--- config.mk ---
export PLATFORM = sky130hd
export DESIGN_NAME = execute_issue_register
export DESIGN_NICKNAME = d
export VERILOG_FILES = /design/src/rtl/riscv_pipeline_pkg.sv /design/src/rtl/load_use_detector.sv /design/src/rtl/execute_issue_register.sv
export SDC_FILE = /design/constraint.sdc
export NUM_CORES = 1
export LEC_CHECK = 0
export BUFFER_PORTS_ARGS = -buffer_cell sky130_fd_sc_hd__buf_2
export CORE_AREA = 2 2 115 117
export CTS_BUF_LIST = sky130_fd_sc_hd__clkbuf_4
export DETAILED_ROUTE_END_ITERATION = 6
export DIE_AREA = 0 0 117 119
export PLACE_DENSITY = 0.85
export SLEW_MARGIN = 20
export SYNTH_ARGS = -nofsm -noshare
export SYNTH_HDL_FRONTEND = slang
export SYNTH_SLANG_ARGS = --single-unit
--- constraint.sdc ---
create_clock -name clock -period 2.1 [get_ports clock]
set_clock_uncertainty 0.2 [all_clocks]
set_input_delay 0.21 -clock clock [delete_from_list [all_inputs] [get_ports clock]]
set_output_delay 0.21 -clock clock [all_outputs]
set_load 0.005 [all_outputs]
--- src/rtl/riscv_pipeline_pkg.sv ---
// riscv_pipeline_pkg: shared ALU codes, register constants and the execute-stage control bundle
package riscv_pipeline_pkg;

    localparam logic [3:0] ALU_NOP  = 4'd0;
    localparam logic [3:0] ALU_ADD  = 4'd1;
    localparam logic [3:0] ALU_SUB  = 4'd2;
    localparam logic [3:0] ALU_AND  = 4'd3;
    localparam logic [3:0] ALU_OR   = 4'd4;
    localparam logic [3:0] ALU_XOR  = 4'd5;
    localparam logic [3:0] ALU_SLL  = 4'd6;
    localparam logic [3:0] ALU_SRL  = 4'd7;
    localparam logic [3:0] ALU_SRA  = 4'd8;
    localparam logic [3:0] ALU_SLT  = 4'd9;
    localparam logic [3:0] ALU_SLTU = 4'd10;

    localparam logic [4:0] REG_ZERO = 5'd0;

    // Width-independent half of the execute bundle; XLEN-wide data lives beside it in the top.
    typedef struct packed {
        logic       valid;
        logic [3:0] alu_op;
        logic       is_load;
        logic       write_enable;
        logic [4:0] rd;
    } execute_bundle_t;

    localparam execute_bundle_t EXECUTE_NOP = '{
        valid: 1'b0, alu_op: ALU_NOP, is_load: 1'b0, write_enable: 1'b0, rd: REG_ZERO
    };

endpackage

--- src/rtl/load_use_detector.sv ---
// load_use_detector: flags a decode instruction that reads the destination of a load now in execute
module load_use_detector
    import riscv_pipeline_pkg::*;
(
    input  logic       execute_valid,
    input  logic       execute_is_load,
    input  logic [4:0] execute_rd,
    input  logic       decode_valid,
    input  logic [4:0] decode_register_number_a,
    input  logic [4:0] decode_register_number_b,
    input  logic       decode_uses_a,
    input  logic       decode_uses_b,
    output logic       load_use
);

    logic hit_a, hit_b;

    assign hit_a = decode_uses_a & (decode_register_number_a == execute_rd);
    assign hit_b = decode_uses_b & (decode_register_number_b == execute_rd);
    assign load_use = execute_valid & execute_is_load & (execute_rd != REG_ZERO)
                    & decode_valid & (hit_a | hit_b);

endmodule

--- src/rtl/execute_issue_register.sv ---
// execute_issue_register: decode-to-execute register with load-use bubble, redirect flush and freeze.
// Optional ISSUE_STATS_EN adds bubble_count / flush_count outputs.
module execute_issue_register
    import riscv_pipeline_pkg::*;
#(
    parameter int XLEN = 32
) (
    input  logic            clock,
    input  logic            reset,
    input  logic            pipeline_freeze,
    input  logic            execute_redirect,
    input  logic            decode_valid,
    input  logic [XLEN-1:0] decode_pc,
    input  logic [4:0]      decode_register_number_a,
    input  logic [4:0]      decode_register_number_b,
    input  logic            decode_uses_a,
    input  logic            decode_uses_b,
    input  logic [XLEN-1:0] decode_operand_a,
    input  logic [XLEN-1:0] decode_operand_b,
    input  logic [XLEN-1:0] decode_immediate,
    input  logic [4:0]      decode_destination_register_number,
    input  logic            decode_write_enable,
    input  logic            decode_is_load,
    input  logic [3:0]      decode_alu_op,
    output logic            hazard_stall,
    output logic            execute_valid,
    output logic [XLEN-1:0] execute_pc,
    output logic [XLEN-1:0] execute_operand_a,
    output logic [XLEN-1:0] execute_operand_b,
    output logic [XLEN-1:0] execute_immediate,
    output logic [3:0]      execute_alu_op,
    output logic            execute_is_load,
    output logic [4:0]      execute_destination_register_number,
`ifdef ISSUE_STATS_EN
    output logic [31:0]     bubble_count,
    output logic [31:0]     flush_count,
`endif
    output logic            execute_forward_enable
);

    execute_bundle_t ctrl_q, ctrl_d;
    logic [XLEN-1:0] pc_q, operand_a_q, operand_b_q, immediate_q;
    logic            load_use, kill;

    load_use_detector u_load_use_detector (
        .execute_valid            (ctrl_q.valid),
        .execute_is_load          (ctrl_q.is_load),
        .execute_rd               (ctrl_q.rd),
        .decode_valid             (decode_valid),
        .decode_register_number_a (decode_register_number_a),
        .decode_register_number_b (decode_register_number_b),
        .decode_uses_a            (decode_uses_a),
        .decode_uses_b            (decode_uses_b),
        .load_use                 (load_use)
    );

    assign hazard_stall = load_use & ~execute_redirect & ~pipeline_freeze;
    assign kill = execute_redirect | load_use;

    always_comb begin
        ctrl_d = EXECUTE_NOP;
        if (!kill) begin
            ctrl_d.valid        = decode_valid;
            ctrl_d.alu_op       = decode_alu_op;
            ctrl_d.is_load      = decode_valid & decode_is_load;
            ctrl_d.write_enable = decode_valid & decode_write_enable;
            ctrl_d.rd           = decode_destination_register_number;
        end
    end

    always_ff @(posedge clock) begin
        if (reset) begin
            ctrl_q      <= EXECUTE_NOP;
            pc_q        <= '0;
            operand_a_q <= '0;
            operand_b_q <= '0;
            immediate_q <= '0;
        end else if (!pipeline_freeze) begin
            ctrl_q      <= ctrl_d;
            pc_q        <= kill ? '0 : decode_pc;
            operand_a_q <= kill ? '0 : decode_operand_a;
            operand_b_q <= kill ? '0 : decode_operand_b;
            immediate_q <= kill ? '0 : decode_immediate;
        end
    end

`ifdef ISSUE_STATS_EN
    always_ff @(posedge clock) begin
        if (reset) begin
            bubble_count <= '0;
            flush_count  <= '0;
        end else if (!pipeline_freeze) begin
            bubble_count <= bubble_count + {31'd0, load_use & ~execute_redirect};
            flush_count  <= flush_count + {31'd0, execute_redirect};
        end
    end
`endif

    assign execute_valid                       = ctrl_q.valid;
    assign execute_pc                          = pc_q;
    assign execute_operand_a                   = operand_a_q;
    assign execute_operand_b                   = operand_b_q;
    assign execute_immediate                   = immediate_q;
    assign execute_alu_op                      = ctrl_q.alu_op;
    assign execute_is_load                     = ctrl_q.is_load;
    assign execute_destination_register_number = ctrl_q.rd;
    // Load results only become forwardable from memory access.
    assign execute_forward_enable = ctrl_q.valid & ctrl_q.write_enable & ~ctrl_q.is_load
                                  & (ctrl_q.rd != REG_ZERO);

endmodule
== Word-level counts from Yosys, hierarchy flattened ==
Cells that the tools add are included.
W data, S select, Z words.

* Equality and inequality tests: 2
* Muxes and demuxes: 5
* Bitwise logic cells: 18
* Reductions and logical operators: 1

{| class="wikitable"
|+ Operator list
! kind !! count
|-
| $mux W32 || 4
|-
| $and A1 B1 Y1 || 13
|-
| $mux W12 || 1
|-
| $eq A5 B5 Y1 || 2
|-
| $reduce_bool A5 Y1 || 1
|-
| $not A1 Y1 || 3
|-
| $or A1 B1 Y1 || 2
|}

* Bits in registers: 140
* Input bits: 156
* Output and inout port bits: 141
* Logic and storage cells: 35

== Depth between registers and ports, before layout ==
* Word-level depth: 6
* Gate-level depth with buffers: 7
* Depth with buffers taken out: 4

== Hierarchy ==
Synthesis repeated with hierarchy kept, for this count alone.

* Cells, all modules: 349
* Area total of the unflattened synthesis: 4,807.1 um2

{| class="wikitable"
|+ By module, submodules not included
! module !! times used !! cells an instance !! area each (um2) !! seq. area each (um2)
|-
| execute_issue_register || 1 || 332 || 4,675.7 || 2,802.7
|-
| load_use_detector || 1 || 17 || 131.4 || 0.0
|}

== Worst setup path before layout ==
No wires, ideal clock.

* Path type: flip-flop to output port
* From: register ctrl_q, in the netlist execute_destination_register_number[4]
* To: output hazard_stall
* Arrival: 1.565 ns
* Required time: 1.690 ns
* Slack: 0.125 ns
* Stages on the path, launching flop included: 7
* Buffers on the path: 2
* Path through: dfxtp_1 > clkbuf_1 > xnor2_1 > nand4_1 > o22ai_1 > buf_2 > nor4b_1

* Word-level cells in the longest chain between the ends: 6
* Elaborated cells on any way between the ends: 11
* Those cells by class: 2 x eq/ne; 8 x bitwise; 1 x reduce/logical

{| class="wikitable"
|+ Ends and longest elaborated chain
! what !! line !! RTL
|-
| start, declared || execute_issue_register.sv:41 || <nowiki>execute_bundle_t ctrl_q, ctrl_d;</nowiki>
|-
| start signal, assigned || execute_issue_register.sv:79 || <nowiki>ctrl_q <= ctrl_d;</nowiki>
|-
| $eq A5 B5 Y1 (tied with other cells) || load_use_detector.sv:18 || <nowiki>assign hit_a = decode_uses_a & (decode_register_number_a == execute_rd);</nowiki>
|-
| $and A1 B1 Y1 (on tied branches) || load_use_detector.sv:18, load_use_detector.sv:19, load_use_detector.sv:20 ||
|-
| $or A1 B1 Y1 or $and A1 B1 Y1 (tied branches) || load_use_detector.sv:21 || <nowiki>& decode_valid & (hit_a | hit_b);</nowiki>
|-
| $and A1 B1 Y1 (*) || load_use_detector.sv:21 ||
|-
| $and A1 B1 Y1 (*) (2 in a row) || execute_issue_register.sv:57 || <nowiki>assign hazard_stall = load_use & ~execute_redirect & ~pipeline_freeze;</nowiki>
|-
| end, declared || execute_issue_register.sv:25 || <nowiki>output logic hazard_stall,</nowiki>
|}

Every way passes the cells marked *; elsewhere a longest branch is shown, timed or not.

== Worst setup path in the final report ==
* From: register ctrl_q, in the netlist execute_destination_register_number[3]
* To: register immediate_q[13], in the netlist execute_immediate[13]

* Word-level cells in the longest chain between the ends: 6
* Elaborated cells on any way between the ends: 11
* Those cells by class: 2 x eq/ne; 1 x mux; 7 x bitwise; 1 x reduce/logical

{| class="wikitable"
|+ Ends and longest elaborated chain
! what !! line !! RTL
|-
| $eq A5 B5 Y1 (tied with other cells) || load_use_detector.sv:18 ||
|-
| $and A1 B1 Y1 (on tied branches) || load_use_detector.sv:18, load_use_detector.sv:19, load_use_detector.sv:20 ||
|-
| $or A1 B1 Y1 or $and A1 B1 Y1 (tied branches) || load_use_detector.sv:21 ||
|-
| $and A1 B1 Y1 (*) || load_use_detector.sv:21 ||
|-
| $or A1 B1 Y1 (*) || execute_issue_register.sv:58 || <nowiki>assign kill = execute_redirect | load_use;</nowiki>
|-
| $mux W32 (*) || execute_issue_register.sv:83 || <nowiki>immediate_q <= kill ? '0 : decode_immediate;</nowiki>
|-
| end signal, assigned || execute_issue_register.sv:83 ||
|-
| end, declared || execute_issue_register.sv:42 || <nowiki>logic [XLEN-1:0] pc_q, operand_a_q, operand_b_q, immediate_q;</nowiki>
|}

Marks and branches as above.
A chain may end at the register's enable or synchronous reset.

==> qor.txt <==
Area grow syn2layout -> 74.59%
Crit share post-route -> 1.158
Final Wtd Congestion -> 0.7999
CP Capture Type -> flip-flop
Worst IR drop on VDD -> 0.4670 mV
Cell Int Power -> 4.333 mW
Hold WC Path Type -> input pin to flip-flop
Placed Area -> 0.007572 mm2
Share of the synthesized area in the top cell type -> 0.4760
Final hold vios -> 0
Max clock buf depth -> 2
Least-Margin Pin Slew -> 0.3883 ns
Top Layer Used -> met5
Min Hold Slack -> 0.1242 ns
Critical-path maximum fanout -> 8
Post-Route WL -> 29660 um
Fmax achieved -> 411.2 MHz
CTS tree -> yes
Design Power -> 6.123 mW
TritonRoute pass-1 iters -> 7
First-pass GRT wire length -> 38540 um
Clk sinks -> 140
Fin nets -> 1268
Routed vias/inst -> 6.328
Port Buffer Count -> 296
Synth unique cells -> 24
Clk Latency, worst-skew pair -> 0.56 ns
Critical Path RT -> 2.35 ns
Startpoint class of the critical path -> flip-flop
Metal3 WL -> 3635 um
CTS clk-pin slew, worst paths -> 0.13 ns
Synth warnings -> 0
Die footprint -> 0.01392 mm2
Seq/Total Area, Yosys -> 0.4760
Register share of total power -> 0.489
Psw -> 1.791 mW
Syn nets -> 827
Logic pwr share -> 0.206
Cell Area, Synth -> 0.005888 mm2
RSZ-0062 raised after global routing -> true
Synth Area per Inst -> 8.775 um2
Final setup fails -> 142
DR DRC count -> 2
Hold Path Depth -> 5
Setup crit start -> execute_destination_register_number[3]
Antenna violations before repair -> 3
Die Span X -> 117 um
Overflow after GRT -> 0
Slew Limit Headroom -> 0.7411
Arrival time of the worst setup path -> 2.68 ns
Failing checks -> design-rule violations, negative setup slack
Wl on met1 -> 9883 um
Largest net degree at the start of global routing -> 72
Root Buffer -> clkbuf_4
Status -> complete, but fails checks
Mapped Cells -> 671
Number of global-route vias before repair -> 7554
DR WL met2 -> 13770 um
Synthesized flop and latch total -> 140
R2r startpoint -> execute_destination_register_number[3]
Max cap viols -> 0
Crit Path Category -> flip-flop to flip-flop
Pwr/cell area -> 595.7 mW/mm2
Net Sw Frac -> 0.2924
Post-route ant nets -> 0
Share of layout cells above drive strength 1 -> 0.3737
Finished Layout Cells -> 1302
Synth top area cells -> dfxtp_1 48%, a32oi_1 21%, nand2_1 8.9%, o21ai_0 8.3%, o21ai_1 3.6%
Starting Density -> 0.4573
Dpl cells -> 1082
Dpl hpwl -> 11800 um
Total global-route track usage -> 0.3513
IO Pins -> 297
Clock buffer count from CTS -> 17
Clock share of power -> 0.306
Min Tclk post-route -> 2.432 ns
DRT iter0 DRCs -> 1187
Leakage -> 4.390 nW
Cell row count -> 42
Core ar. -> 0.01287 mm2
Area leader, netlist -> dfxtp_1
DR vias -> 8239
Post-route cell area -> 0.01028 mm2
Slew Limit Fails -> 0
Die height -> 119 um
H-tree depth -> 4
Hold_sp -> reset
WL/cell -> 22.78 um
R2R cell count -> 9
Worst Setup Slack, final -> -0.3321 ns
Layout Utilization -> 0.7984
power by group through the flow:
| stage | sequential (mW) | clock (mW) | combinational [mW] |
|---|---|---|---|
| floorplan | 3.03 | 0 | 0.340 |
| global placement | 3.01 | 0 | 0.822 |
| detailed placement | 3.01 | 0 | 0.847 |
| CTS | 2.96 | 1.86 | 1.07 |
| global route | 3.01 | 1.98 | 1.33 |
| finish | 2.99 | 1.87 | 1.26 |
timing repair:
item | 4_1_cts | 5_1_grt
cloned | 2 | 15
setup buffers | 4 | 9
pin swaps | 4 | 57
resized for setup | 5 | 115
hold buffers | 158 | 0
hold endpoints to repair | 140 | 0
setup endpoints to repair | 5 | 141
stage by stage:
step / worst slack [ns] / setup TNS [ns]
5_1_grt: -0.3942 / -25.47
4_1_cts: -0.3227 / -1.974
2_1_floorplan: 0.1246 / 0
6_report: -0.3321 / -16.82
3_5_place_dp: 0.004933 / 0
3_3_place_gp: 0.08608 / 0
metal layers:
layer | vias to the layer above | track usage
li1 | 3438 | -
met1 | 3794 | 0.3949
met2 | 794 | 0.5766
met3 | 211 | 0.1130
met4 | 2 | 0.2029
met5 | - | 0
synthesized netlist by cell type, drive strengths merged:
| master | instances |
|---|---|
| dfxtp | 140 |
| nand2 | 140 |
| o21ai | 140 |
| a32oi | 138 |
| clkbuf | 60 |
| buf | 27 |
| xnor2 | 10 |
| a22oi | 2 |
| and3 | 2 |
| nand3 | 2 |
| nand4 | 2 |
| nor2 | 1 |
| nor2b | 1 |
| nor3 | 1 |
| nor4b | 1 |
| nor4bb | 1 |
| o2111ai | 1 |
| o22ai | 1 |
| or4 | 1 |
final cells by class:
| class | instances | area, um2 |
|---|---|---|
| multi-input cells | 444 | 2923 |
| clock buffers | 19 | 142.6 |
| flip-flops and latches | 140 | 2808 |
| repair buffers | 509 | 4033 |
| fillers | 658 | 2595 |
| diodes | 2 | 5.005 |
| well taps | 176 | 220.2 |
| clock inverters | 12 | 148.9 |
layout by cell type, fill, tap and decap left out, drive strengths merged, types with 3 or more instances in the layout:
| master | instances |
|---|---|
| dfxtp | 140 |
| clkbuf | 31 |
| xnor2 | 10 |
| dlygate4sd3 | 158 |
| buf | 339 |
| clkinv | 7 |
| a32oi | 138 |
| bufinv | 3 |
| nand2 | 140 |
| o21ai | 140 |
registers in the layout (all words and copies together) (netlist names):
name / flops
execute_alu_op: 4
execute_destination_register_number: 5
execute_pc: 32
execute_immediate: 32
execute_operand_b: 32
ctrl_q: 1
execute_valid: 1
execute_is_load: 1
execute_operand_a: 32
kinds of logic after synthesis:
kind of cell | after synthesis | synth area share
buffers and inverters | 87 | 0.07650
AOI/OAI and AO/OA | 282 | 0.3304
DFF | 140 | 0.4760
xor gates and xnor gates | 10 | 0.01487
and+or+nand+nor | 152 | 0.1022
critical path, cell delays in order (launching register included):
cell       delay (ns)
dfxtp_2          0.35
or4_4            0.56
o2111ai_4        0.24
buf_12           0.14
buf_4            0.10
buf_6            0.12
buf_12           0.15
buf_12           0.14
a32oi_2          0.10
o21ai_1          0.23
final timing paths:
kind                                              end  slack, ns
worst max-delay path            execute_immediate[13]      -0.33
worst min-delay path                   execute_pc[31]       0.12
worst max register to register  execute_immediate[13]      -0.33
worst min register to register  execute_operand_b[29]       0.28
Note: power is estimated with default switching activity, not from simulation.
